## src/rtl/alu_writeback_pkg.sv

```systemverilog
// Shared core types for the ALU and its writeback stage: opcodes, flag bundle
// and default sizing constants.
package alu_writeback_pkg;

  localparam int WB_DEPTH_DEF = 2;
  localparam int WB_NREGS_DEF = 8;

  typedef enum logic [3:0] {
    ALU_ADD = 4'd0,
    ALU_SUB = 4'd1,
    ALU_AND = 4'd2,
    ALU_OR  = 4'd3,
    ALU_XOR = 4'd4,
    ALU_SHL = 4'd5,
    ALU_SHR = 4'd6,
    ALU_PASS = 4'd7
  } ALUOp;

  typedef struct packed {
    logic z;
    logic c;
    logic n;
    logic v;
  } Flags;

  function automatic Flags flags_none();
    return '0;
  endfunction

endpackage

```

## src/rtl/alu_writeback_if.sv

```systemverilog
// ALU-result input handshake and register-file write port of the writeback stage.
interface alu_writeback_if import alu_writeback_pkg::*; #(
  parameter int NREGS = WB_NREGS_DEF
) ();
  localparam int RW = $clog2(NREGS);

  logic          in_valid;
  logic          in_ready;
  logic [15:0]   in_result;
  Flags          in_flags;
  logic [RW-1:0] in_rd;
  logic          in_wr_en;
  logic          in_flags_en;

  logic          rf_we;
  logic [RW-1:0] rf_waddr;
  logic [15:0]   rf_wdata;
  logic          rf_ready;

  Flags             flags_q;
  logic [NREGS-1:0] pending;

  modport master (
    output in_valid, in_result, in_flags, in_rd, in_wr_en, in_flags_en, rf_ready,
    input  in_ready, rf_we, rf_waddr, rf_wdata, flags_q, pending
  );

  modport slave (
    input  in_valid, in_result, in_flags, in_rd, in_wr_en, in_flags_en, rf_ready,
    output in_ready, rf_we, rf_waddr, rf_wdata, flags_q, pending
  );

endinterface

```

## src/rtl/alu_writeback_wb_fifo.sv

```systemverilog
// In-order buffer of ALU results awaiting retirement; exposes the head entry
// and per-slot destination info so the parent can build the pending mask.
module wb_fifo import alu_writeback_pkg::*; #(
  parameter int DEPTH = WB_DEPTH_DEF,
  parameter int NREGS = WB_NREGS_DEF,
  localparam int RW = $clog2(NREGS),
  localparam int PW = $clog2(DEPTH),
  localparam int CW = $clog2(DEPTH + 1)
) (
  input  logic                      clk,
  input  logic                      rst,
  input  logic                      i_push,
  input  logic [15:0]               i_result,
  input  Flags                      i_flags,
  input  logic [RW-1:0]             i_rd,
  input  logic                      i_wr_en,
  input  logic                      i_flags_en,
  input  logic                      i_pop,
  output logic [CW-1:0]             o_count,
  output logic [15:0]               o_head_result,
  output Flags                      o_head_flags,
  output logic [RW-1:0]             o_head_rd,
  output logic                      o_head_wr_en,
  output logic                      o_head_flags_en,
  output logic [DEPTH-1:0]          o_slot_wr,
  output logic [DEPTH-1:0][RW-1:0]  o_slot_rd
);

  logic [15:0]   r_result [DEPTH];
  Flags          r_flags  [DEPTH];
  logic [RW-1:0] r_rd     [DEPTH];
  logic [DEPTH-1:0] r_wr_en;
  logic [DEPTH-1:0] r_flags_en;
  logic [DEPTH-1:0] r_vld;
  logic [PW-1:0] r_wptr;
  logic [PW-1:0] r_rptr;
  logic [CW-1:0] r_count;

  // Payload needs no reset; r_vld alone says which slots hold live entries.
  always_ff @(posedge clk) begin
    if (i_push) begin
      r_result[r_wptr]   <= i_result;
      r_flags[r_wptr]    <= i_flags;
      r_rd[r_wptr]       <= i_rd;
      r_wr_en[r_wptr]    <= i_wr_en;
      r_flags_en[r_wptr] <= i_flags_en;
    end
  end

  // Push and pop never target the same slot: wptr == rptr only when empty or full.
  always_ff @(posedge clk) begin
    if (rst) begin
      r_wptr  <= '0;
      r_rptr  <= '0;
      r_count <= '0;
      r_vld   <= '0;
    end else begin
      if (i_push) begin
        r_wptr        <= r_wptr + PW'(1);
        r_vld[r_wptr] <= 1'b1;
      end
      if (i_pop) begin
        r_rptr        <= r_rptr + PW'(1);
        r_vld[r_rptr] <= 1'b0;
      end
      unique case ({i_push, i_pop})
        2'b10:   r_count <= r_count + CW'(1);
        2'b01:   r_count <= r_count - CW'(1);
        default: r_count <= r_count;
      endcase
    end
  end

  assign o_count         = r_count;
  assign o_head_result   = r_result[r_rptr];
  assign o_head_flags    = r_flags[r_rptr];
  assign o_head_rd       = r_rd[r_rptr];
  assign o_head_wr_en    = r_wr_en[r_rptr];
  assign o_head_flags_en = r_flags_en[r_rptr];
  assign o_slot_wr       = r_vld & r_wr_en;

  always_comb begin
    o_slot_rd = '0;
    for (int i = 0; i < DEPTH; i++) begin
      o_slot_rd[i] = r_rd[i];
    end
  end

endmodule

```

## src/rtl/alu_writeback.sv

```systemverilog
// ALU writeback stage: buffers results, drives register-file writes in order,
// owns the architectural flags and the pending-destination scoreboard.
module alu_writeback import alu_writeback_pkg::*; #(
  parameter int DEPTH = WB_DEPTH_DEF,
  parameter int NREGS = WB_NREGS_DEF
) (
  input logic            clk,
  input logic            rst,
  alu_writeback_if.slave wb
);

  localparam int RW = $clog2(NREGS);
  localparam int CW = $clog2(DEPTH + 1);

  logic                     w_push;
  logic                     w_pop;
  logic                     w_nonempty;
  logic [CW-1:0]            w_count;
  logic [15:0]              w_head_result;
  Flags                     w_head_flags;
  logic [RW-1:0]            w_head_rd;
  logic                     w_head_wr_en;
  logic                     w_head_flags_en;
  logic [DEPTH-1:0]         w_slot_wr;
  logic [DEPTH-1:0][RW-1:0] w_slot_rd;
  logic [NREGS-1:0]         w_pending;
  Flags                     r_flags;

  // in_ready depends only on the registered count, so no input reaches it.
  assign wb.in_ready = (w_count < CW'(DEPTH));
  assign w_nonempty  = (w_count != '0);
  assign w_push      = wb.in_valid && wb.in_ready;
  assign w_pop       = w_nonempty && (!w_head_wr_en || wb.rf_ready);

  wb_fifo #(
    .DEPTH (DEPTH),
    .NREGS (NREGS)
  ) u_fifo (
    .clk             (clk),
    .rst             (rst),
    .i_push          (w_push),
    .i_result        (wb.in_result),
    .i_flags         (wb.in_flags),
    .i_rd            (wb.in_rd),
    .i_wr_en         (wb.in_wr_en),
    .i_flags_en      (wb.in_flags_en),
    .i_pop           (w_pop),
    .o_count         (w_count),
    .o_head_result   (w_head_result),
    .o_head_flags    (w_head_flags),
    .o_head_rd       (w_head_rd),
    .o_head_wr_en    (w_head_wr_en),
    .o_head_flags_en (w_head_flags_en),
    .o_slot_wr       (w_slot_wr),
    .o_slot_rd       (w_slot_rd)
  );

  assign wb.rf_we    = w_nonempty && w_head_wr_en;
  assign wb.rf_waddr = w_head_rd;
  assign wb.rf_wdata = w_head_result;

  always_ff @(posedge clk) begin
    if (rst) begin
      r_flags <= flags_none();
    end else if (w_pop && w_head_flags_en) begin
      r_flags <= w_head_flags;
    end
  end

  assign wb.flags_q = r_flags;

  always_comb begin
    w_pending = '0;
    for (int i = 0; i < DEPTH; i++) begin
      if (w_slot_wr[i]) begin
        w_pending[w_slot_rd[i]] = 1'b1;
      end
    end
  end

  assign wb.pending = w_pending;

endmodule
```

## src/flat_wrapper.sv

```systemverilog
// flat-port wrapper written by rule: the top's interface ports become plain ports
module alu_writeback_flat import alu_writeback_pkg::*;
#(
  parameter int DEPTH = WB_DEPTH_DEF,
  parameter int NREGS = WB_NREGS_DEF
)
  (clk, rst, wb_in_valid, wb_in_result, wb_in_flags, wb_in_rd, wb_in_wr_en, wb_in_flags_en, wb_rf_ready, wb_in_ready, wb_rf_we, wb_rf_waddr, wb_rf_wdata, wb_flags_q, wb_pending);
  alu_writeback_if #(.NREGS(NREGS)) wb_i ();
  input logic clk;
  input logic rst;
  input wire logic [$bits(wb_i.in_valid)-1:0] wb_in_valid;
  input wire logic [$bits(wb_i.in_result)-1:0] wb_in_result;
  input wire logic [$bits(wb_i.in_flags)-1:0] wb_in_flags;
  input wire logic [$bits(wb_i.in_rd)-1:0] wb_in_rd;
  input wire logic [$bits(wb_i.in_wr_en)-1:0] wb_in_wr_en;
  input wire logic [$bits(wb_i.in_flags_en)-1:0] wb_in_flags_en;
  input wire logic [$bits(wb_i.rf_ready)-1:0] wb_rf_ready;
  output wire logic [$bits(wb_i.in_ready)-1:0] wb_in_ready;
  output wire logic [$bits(wb_i.rf_we)-1:0] wb_rf_we;
  output wire logic [$bits(wb_i.rf_waddr)-1:0] wb_rf_waddr;
  output wire logic [$bits(wb_i.rf_wdata)-1:0] wb_rf_wdata;
  output wire logic [$bits(wb_i.flags_q)-1:0] wb_flags_q;
  output wire logic [$bits(wb_i.pending)-1:0] wb_pending;
  assign wb_i.in_valid = wb_in_valid;
  assign wb_i.in_result = wb_in_result;
  assign wb_i.in_flags = wb_in_flags;
  assign wb_i.in_rd = wb_in_rd;
  assign wb_i.in_wr_en = wb_in_wr_en;
  assign wb_i.in_flags_en = wb_in_flags_en;
  assign wb_i.rf_ready = wb_rf_ready;
  assign wb_in_ready = wb_i.in_ready;
  assign wb_rf_we = wb_i.rf_we;
  assign wb_rf_waddr = wb_i.rf_waddr;
  assign wb_rf_wdata = wb_i.rf_wdata;
  assign wb_flags_q = wb_i.flags_q;
  assign wb_pending = wb_i.pending;
  alu_writeback #(.DEPTH(DEPTH), .NREGS(NREGS)) u_core (.clk(clk), .rst(rst), .wb(wb_i));
endmodule
```

## config.mk

```make
export PLATFORM = sky130hd
export DESIGN_NAME = alu_writeback_flat
export DESIGN_NICKNAME = d
export VERILOG_FILES = /design/src/rtl/alu_writeback_pkg.sv /design/src/rtl/alu_writeback_if.sv /design/src/rtl/alu_writeback_wb_fifo.sv /design/src/rtl/alu_writeback.sv /design/src/flat_wrapper.sv
export SDC_FILE = /design/constraint.sdc
export NUM_CORES = 1
export LEC_CHECK = 0
export ABC_AREA = 1
export CORE_ASPECT_RATIO = 0.5
export CORE_MARGIN = 3
export CORE_UTILIZATION = 53
export CTS_CLUSTER_SIZE = 30
export DETAILED_ROUTE_END_ITERATION = 8
export GPL_TIMING_DRIVEN = 0
export PLACE_DENSITY = 0.92
export RECOVER_POWER = 100
export SKIP_CTS_REPAIR_TIMING = 1
export SLEW_MARGIN = 10
export SYNTH_ARGS = -nofsm -noshare
export SYNTH_HDL_FRONTEND = slang
export SYNTH_SLANG_ARGS = --single-unit
```

## constraint.sdc

```tcl
create_clock -name clk -period 5.5 [get_ports clk]
set_clock_uncertainty 0.15 [all_clocks]
set_input_delay 1.1 -clock clk [delete_from_list [all_inputs] [get_ports clk]]
set_output_delay 1.1 -clock clk [all_outputs]
set_load 0.05 [all_outputs]
```

==> out/results.txt <==
The die is 104 um wide. Timing would allow up to 281 MHz. The internal power of the cells totals 0.00103 W. For the leakage dissipation, the log shows 1.35 nW.

The run finished, with violations left. After clock tree synthesis, the clock-pin slew on the worst setup and hold paths is 0.06 ns. The synthesized design contains 50 enable-type register cells. Ranked by total cell area, the synthesized netlist is headed by edfxtp_1, dfxtp_1, mux2_2.

The area share of the largest cell type after synthesis came out at 59.0%. In this run the worst setup path terminates at u_core.u_fifo.r_result[0][0]. The die is 55.0 um tall. The number of failing setup endpoints in the final timing report was 0. The first detailed-routing pass took 4 iterations. Dividing the final minimum period by the clock period gives 64.8%. The logs give 1,570 for the number of global-route vias before repair and 36.7% for the sequential share of power. The worst-case IR drop observed on VDD is 0.000360 V. The highest metal layer with signal wires was met4. Averaged over all synthesized cells, the footprint is 12.2 sq um.

Summed over all nets, the switching power comes to 0.000679 W. After floorplanning, the core was divided into 17 placement rows. The share of cells above drive strength 1 came out at 16.1%. Endpoint of the most critical register-to-register path: u_core.u_fifo.r_result[0][0].

The startpoint of the lowest-slack register-to-register path is u_core.u_fifo.o_count[1]. Fraction of registers with async set or reset after synthesis: 0%. In the detailed route, the total length drawn on met2 is 2.58 mm.

The number of violations of the max-capacitance limit came out at 1. After detailed routing, the wire length on met1 is 1.93 mm. The worst pin sits at a relative slew slack of -42.0%. Summing every instance area after synthesis gives 0.00254 sq mm.

The number of sinks on the clock net came out at 61. The global route total overflow came out at 0. The register-to-register setup slack was 2.86 ns.

In this run the remaining antenna-violating nets after routing total 0. Setup repair after global routing left no endpoint under its margin. The run gives 3.50 mm as the final HPWL from detailed placement.

The synthesized design spends more area on one cell type than any other, namely edfxtp_1. For the core outline area, the log shows 0.00451 sq mm. The library cell with the highest instance count after synthesis was edfxtp_1.

The run gives 21.5% as the portion of total power attributed to the clock network. The type of the tightest min-delay check was reg2reg. The checks that failed: capacitance limit, slew limit. The switching share of total power is 39.8%.

The tools report the critical path endpoint category as a flop. The first-pass GRT wire length was 7.38 mm; the post-route worst hold slack was 0.357 ns. For the number of antenna violations at the first check in global routing, the log shows 0. Yosys printed 0 warnings.

The per-cell routed wire length works out to 13.8 um. The filler cell count was 297; the antenna diode count was 0. 62 I/O pins were placed.

Yosys mapped the design onto 29 distinct sky130hd cell types. The routed wire length was 4.85 mm. In this run the worst setup path begins at wb_in_valid. The area growth from synthesis to layout was 33.4%. The tools report the starting utilization of the core area as 56.4%.

In the routed design, unresolved DRC markers number 0. The detailed-route vias per instance was 4.80; the number of buffer cells added on primary ports was 61. The total clock buffers created by CTS was 9; the maximum level of the CTS H-tree was 3. Routability-driven placement finished with a final weighted congestion of 0.864. The worst setup path is launched from an input pin. The part of the Yosys area used for sequential elements is 67.7%.

The transition time at the pin with the least slew margin is 2.12 ns, and the maximum fanout encountered on the critical timing path is 26. The net total in the final layout was 312. Critical path arrival: 3.32 ns. Counting every instance in the synthesized netlist gives 209.

The later pin in the worst-skew pair is clocked with a latency of 0.34 ns. Clock tree synthesis selected as its root buffer the cell clkbuf_8. For the combinational share of power, the log shows 41.8%. The worst setup path category is in2reg. The detailed router's first-iteration violation count came out at 84. In this run the power density over the cells is 503 mW/mm^2. After detailed placement, the total cell area comes to 0.00326 sq mm.

The accumulated negative setup slack is 0 ns. The tools report the number of buffers between clock root and the deepest sink as 2. Entering global routing, the biggest net connects 27 pins.

Counting cells, the worst reg-to-reg path comes to 3. The tools report the met3 layer wire length in the routed design as 271 um. The die covers 0.00572 sq mm. By count the netlist is led by edfxtp_1, inv_1, nand2_1, nor2_1, mux2_2.

The worst endpoint required time was 5.26 ns; the overall global routing resource usage was 17.8%. The flip-flop cell with the highest count after synthesis is edfxtp_1. The final number of max-transition violations is 27. The routed layout has 1,691 vias. After synthesis the netlist holds a flip-flop and latch count of 61.

The finished cells cover 0.00339 sq mm. The final count of hold timing violations is 0. Time the final worst path needs with I/O delays and setup: 3.56 ns. The number of nets handed over by synthesis was 239.

TritonCTS built the clock tree.
final cells by class:
type                            count  area [sq um]  share of cell area, %
Sequential cell                    61          1720                   50.7
Multi-Input combinational cell    109           632                   18.6
Clock buffer                       10           128                   3.76
Timing Repair Buffer               62           614                   18.1
Buffer                              4          32.5                  0.958
Tap cell                           66          82.6                   2.43
Clock inverter                      5          52.6                   1.55
Inverter                           35           131                   3.87
per-stage QoR:
step / util (%) / instances / power, W / setup WS [ns]
floorplan: - / 209 / 0.00117 / 2.59
global placement: 71.8 / 336 / 0.00137 / 1.59
detailed placement: 72.3 / 337 / 0.00140 / 2.46
CTS: 76.3 / 352 / 0.00177 / 2.14
global route: 75.3 / 352 / 0.00179 / 1.75
finish: 75.3 / 352 / 0.00171 / 1.94
worst min-delay path by stage:
stage                                  start                  endpoint  cells after the start
floorplan           u_core.u_fifo.o_count[0]  u_core.u_fifo.o_count[0]                      1
finish              u_core.u_fifo.o_count[0]  u_core.u_fifo.o_count[0]                      1
global placement    u_core.u_fifo.o_count[0]  u_core.u_fifo.o_count[0]                      1
detailed placement  u_core.u_fifo.o_count[0]  u_core.u_fifo.o_count[0]                      1
global route        u_core.u_fifo.o_count[0]  u_core.u_fifo.o_count[0]                      1
CTS                 u_core.u_fifo.o_count[0]  u_core.u_fifo.o_count[0]                      1
routing by layer:
| layer | global-route usage [%] | vias to the layer above |
|---|---|---|
| met5 | 0 | - |
| li1 | - | 843 |
| met2 | 34.7 | 55 |
| met3 | 7.07 | 7 |
| met4 | 7.95 | 0 |
| met1 | 17.9 | 786 |
registers in the layout (all words and copies together) (netlist names), named ones only:
register,flops
u_core.u_fifo.r_result,32
u_core.u_fifo.r_wptr,1
u_core.wb.flags_q,4
u_core.u_fifo.r_flags_en,2
u_core.u_fifo.r_wr_en,2
u_core.u_fifo.r_vld,2
u_core.u_fifo.r_rptr,1
u_core.u_fifo.r_flags,8
u_core.u_fifo.o_count,2
u_core.u_fifo.r_rd,6
critical path: stages:
cell and delay, ns:
dlygate4sd3_1 0.54, nand2_1 0.09, nor2_1 1.57
cell usage in the layout, fill, tap and decap left out:
cell,synthesis,final
clkbuf_8,0,9
or2_1,1,1
nor3_1,1,1
nand2_2,8,7
and3_2,1,1
a21oi_1,3,3
clkinvlp_4,0,2
clkbuf_1,0,2
xor2_1,1,1
o21ai_1,1,1
dlygate4sd3_1,0,60
nand2_1,25,26
nor2_1,21,22
dfxtp_1,11,11
o21a_1,1,1
clkdlybuf4s50_1,0,1
clkinv_1,4,6
mux2_2,16,16
buf_6,2,2
nor2_2,2,1
buf_2,2,2
nand3_1,4,6
nor2_4,1,1
nand2_4,1,1
o21ai_0,13,14
edfxtp_1,50,50
ha_1,1,1
bufinv_16,0,1
inv_1,28,29
or2_2,1,1
inv_2,3,2
nand4_1,4,4
power by group through the flow:
stage	combinational (W)	clock, W	sequential (W)
after floorplan	0.000504	0	0.000663
after global placement	0.000738	0	0.000631
after detailed placement	0.000760	0	0.000636
after CTS	0.000766	0.000376	0.000627
after global routing	0.000758	0.000401	0.000633
final	0.000713	0.000367	0.000627
cells by family (layout without fill, tap and decap cells):
family,after synthesis,count (layout),synth area share (%)
AO/OA/AOI/OAI,19,19,3.98
multiplexers,16,16,7.08
adder cells (fa/ha/maj),1,1,0.492
AND/OR/NAND/NOR,72,72,14.0
buffers and inverters,39,116,6.44
flip-flops,61,61,67.7
XOR/XNOR,1,1,0.344
(Power assumes the default switching activity.)
==> RTL change (same settings) <==
Reset style: asynchronous (`rst`), changed in 2 clocked blocks.
--- a/src/rtl/alu_writeback_wb_fifo.sv
+++ b/src/rtl/alu_writeback_wb_fifo.sv
@@ -48,7 +48,7 @@
   end
 
   // Push and pop never target the same slot: wptr == rptr only when empty or full.
-  always_ff @(posedge clk) begin
+  always_ff @(posedge clk or posedge rst) begin
     if (rst) begin
       r_wptr  <= '0;
       r_rptr  <= '0;
--- a/src/rtl/alu_writeback.sv
+++ b/src/rtl/alu_writeback.sv
@@ -59,7 +59,7 @@
   assign wb.rf_waddr = w_head_rd;
   assign wb.rf_wdata = w_head_result;
 
-  always_ff @(posedge clk) begin
+  always_ff @(posedge clk or posedge rst) begin
     if (rst) begin
       r_flags <= flags_none();
     end else if (w_pop && w_head_flags_en) begin
Behaviour: differs if rst is asserted again (counterexample within 4 cycles, from zero or initial values and one cycle with rst high); with rst held inactive, the same outputs for 10 cycles.
==> RTL change against the original RTL <==
- via count grew 9.5%
- cell area shrank 0.81%
- area after synthesis shrank 2.5%
- total power grew 19%
- sequential cell count shrank 1
- hold slack lost 0.026 ns
- wire length grew 23%
- combinational power grew 30%
- worst setup slack lost 0.056 ns
- critical path type unchanged
- highest routed layer unchanged
==> RTL change: results (changes against the original RTL) <==
Parameter                              Value

Synthesis
  Sequential cell area fraction in the yosys report    0.706 (was 0.677)
  List of most frequent post-synthesis cells    91 x nand2_1, 50 x edfxtp_1, 16 x inv_1 (was 50 x edfxtp_1, 28 x inv_1, 25 x nand2_1)
  Net count of the mapped netlist    248 (was 239)
  Leading post-synthesis cells by cell area    edfxtp_1 61%, nand2_1 14%, dfrtp_1 10%, inv_1 2.4%, o21ai_0 2.2% (was edfxtp_1 59%, dfxtp_1 8.7%, mux2_2 7.1%, inv_1 4.1%, nand2_1 3.7%)
  Number of different library cells in the post-synthesis netlist    25 (was 29)
  Post-synth ARST share    0.167 (was 0)

Worst setup path
  Worst Path Arrival    3.44 ns (was 3.32 ns)
  Register-to-register setup slack    2.70 ns (was 2.86 ns)
  Stage delay of the slowest cell on the critical path    1.12 ns (was 1.57 ns)
  CP max FO    17 (was 26)

Timing
  Final period demand of the worst path    3.62 ns (was 3.56 ns)
  Worst Max-Slew Pin Slew    1.46 ns (was 2.12 ns)
  Hold slack    0.331 ns (was 0.357 ns)

Global routing
  Number of antenna violations at the first check in global routing    0 (unchanged)
  Maximum number of pins on one net before global-route repair    18 (was 27)
  First-pass GRT wire length    9.17 mm (was 7.38 mm)
  Vias in the first global route    1,906 (was 1,570)
  Total global routing track utilization    0.235 (was 0.178)

Cells and area
  Filler instances    242 (was 297)
  Nets    323 (was 312)
  Fraction of layout cells with a size suffix above 1    0.0973 (was 0.161)

Power
  Leakage power total    1.45 nW (was 1.35 nW)
  Worst voltage drop across the vdd grid    0.406 mV (was 0.360 mV)

Route
  Drt wl/cell    16.9 um (was 13.8 um)
  First DRT Iteration DRCs    130 (was 84)
  Via count    1,851 (was 1,691)

Place
  RePlAce Congestion    0.907 (was 0.864)
  Pre-CTS setup slack    2.36 ns (was 2.46 ns)
  HPWL after detailed placement    3.94 mm (was 3.50 mm)

Status
  Status    finished clean (was complete, but fails checks)
RTL change: cell types whose count changed in the layout (fill, tap and decap cells not counted), sizes merged, moves of 4 or more:
| cell | delta |
|---|---|
| nand2 | +60 |
| nor2 | -17 |
| mux2 | -16 |
| dfxtp | -11 |
| inv | -11 |
| dfrtp | +10 |
| clkinv | -4 |
| o21ai | -4 |
RTL change: final timing paths:
path,from,to,cells past startpoint
worst max-delay path,wb_in_valid,u_core.u_fifo.r_flags[1][0],4
worst max register to register,u_core.u_fifo.o_count[1],u_core.u_fifo.r_flags[1][0],4
worst min-delay path,u_core.wb.flags_q[3],u_core.wb.flags_q[3],2
worst min register to register,u_core.wb.flags_q[3],u_core.wb.flags_q[3],2
min in group asynchronous,rst,u_core.wb.flags_q[0],2
max in group asynchronous,rst,u_core.u_fifo.r_rptr,2
RTL change: cell families after synthesis:
kind of cell	count (synthesis)	synth area share
AO/OA/AOI/OAI	12	0.0242
AND/OR/NAND/NOR	118	0.209
buffers and inverters	24	0.0444
flip-flops	60	0.706
adder cells (fa/ha/maj)	1	0.00504
XOR/XNOR	3	0.0106
RTL change: layer usage:
| metal | track usage | share of wire |
|---|---|---|
| met5 | 0 | 0 |
| met4 | 0.0903 | 0.018 |
| met3 | 0.0776 | 0.062 |
| met2 | 0.455 | 0.54 |
| met1 | 0.242 | 0.38 |
RTL change: report_power, final:
| group | switching (mW) | internal (mW) | leakage [nW] |
|---|---|---|---|
| Combinational | 0.665 | 0.262 | 0.754 |
| Sequential | 0.0467 | 0.611 | 0.582 |
| Clock | 0.186 | 0.258 | 0.110 |
| Total | 0.898 | 1.13 | 1.45 |
RTL change: final cells by class:
| type | instances | share of cell area |
|---|---|---|
| Clock buffer | 9 | 0.0368 |
| Tap cell | 54 | 0.0201 |
| Buffer | 6 | 0.0126 |
| Clock inverter | 7 | 0.0294 |
| Inverter | 18 | 0.0201 |
| Sequential cell | 60 | 0.520 |
| Timing Repair Buffer | 64 | 0.185 |
| Multi-Input combinational cell | 134 | 0.176 |
RTL change: tightest hold or removal path: cells and delay by family, from the launching register on:
family / cells / cell delay, ns
flops: 1 / 0.35
simple gates: 2 / 0.10
RTL change: through the flow:
stage                     power, mW  utilization  instance area (sq um)  cells
final                          2.03        0.805                   3370    352
after global routing           2.13        0.805                   3370    352
after CTS                      2.10        0.818                   3420    352
after detailed placement       1.64        0.765                   3200    336
after global placement         1.59        0.755                   3160    333
after floorplan                1.31            -                   2480    218
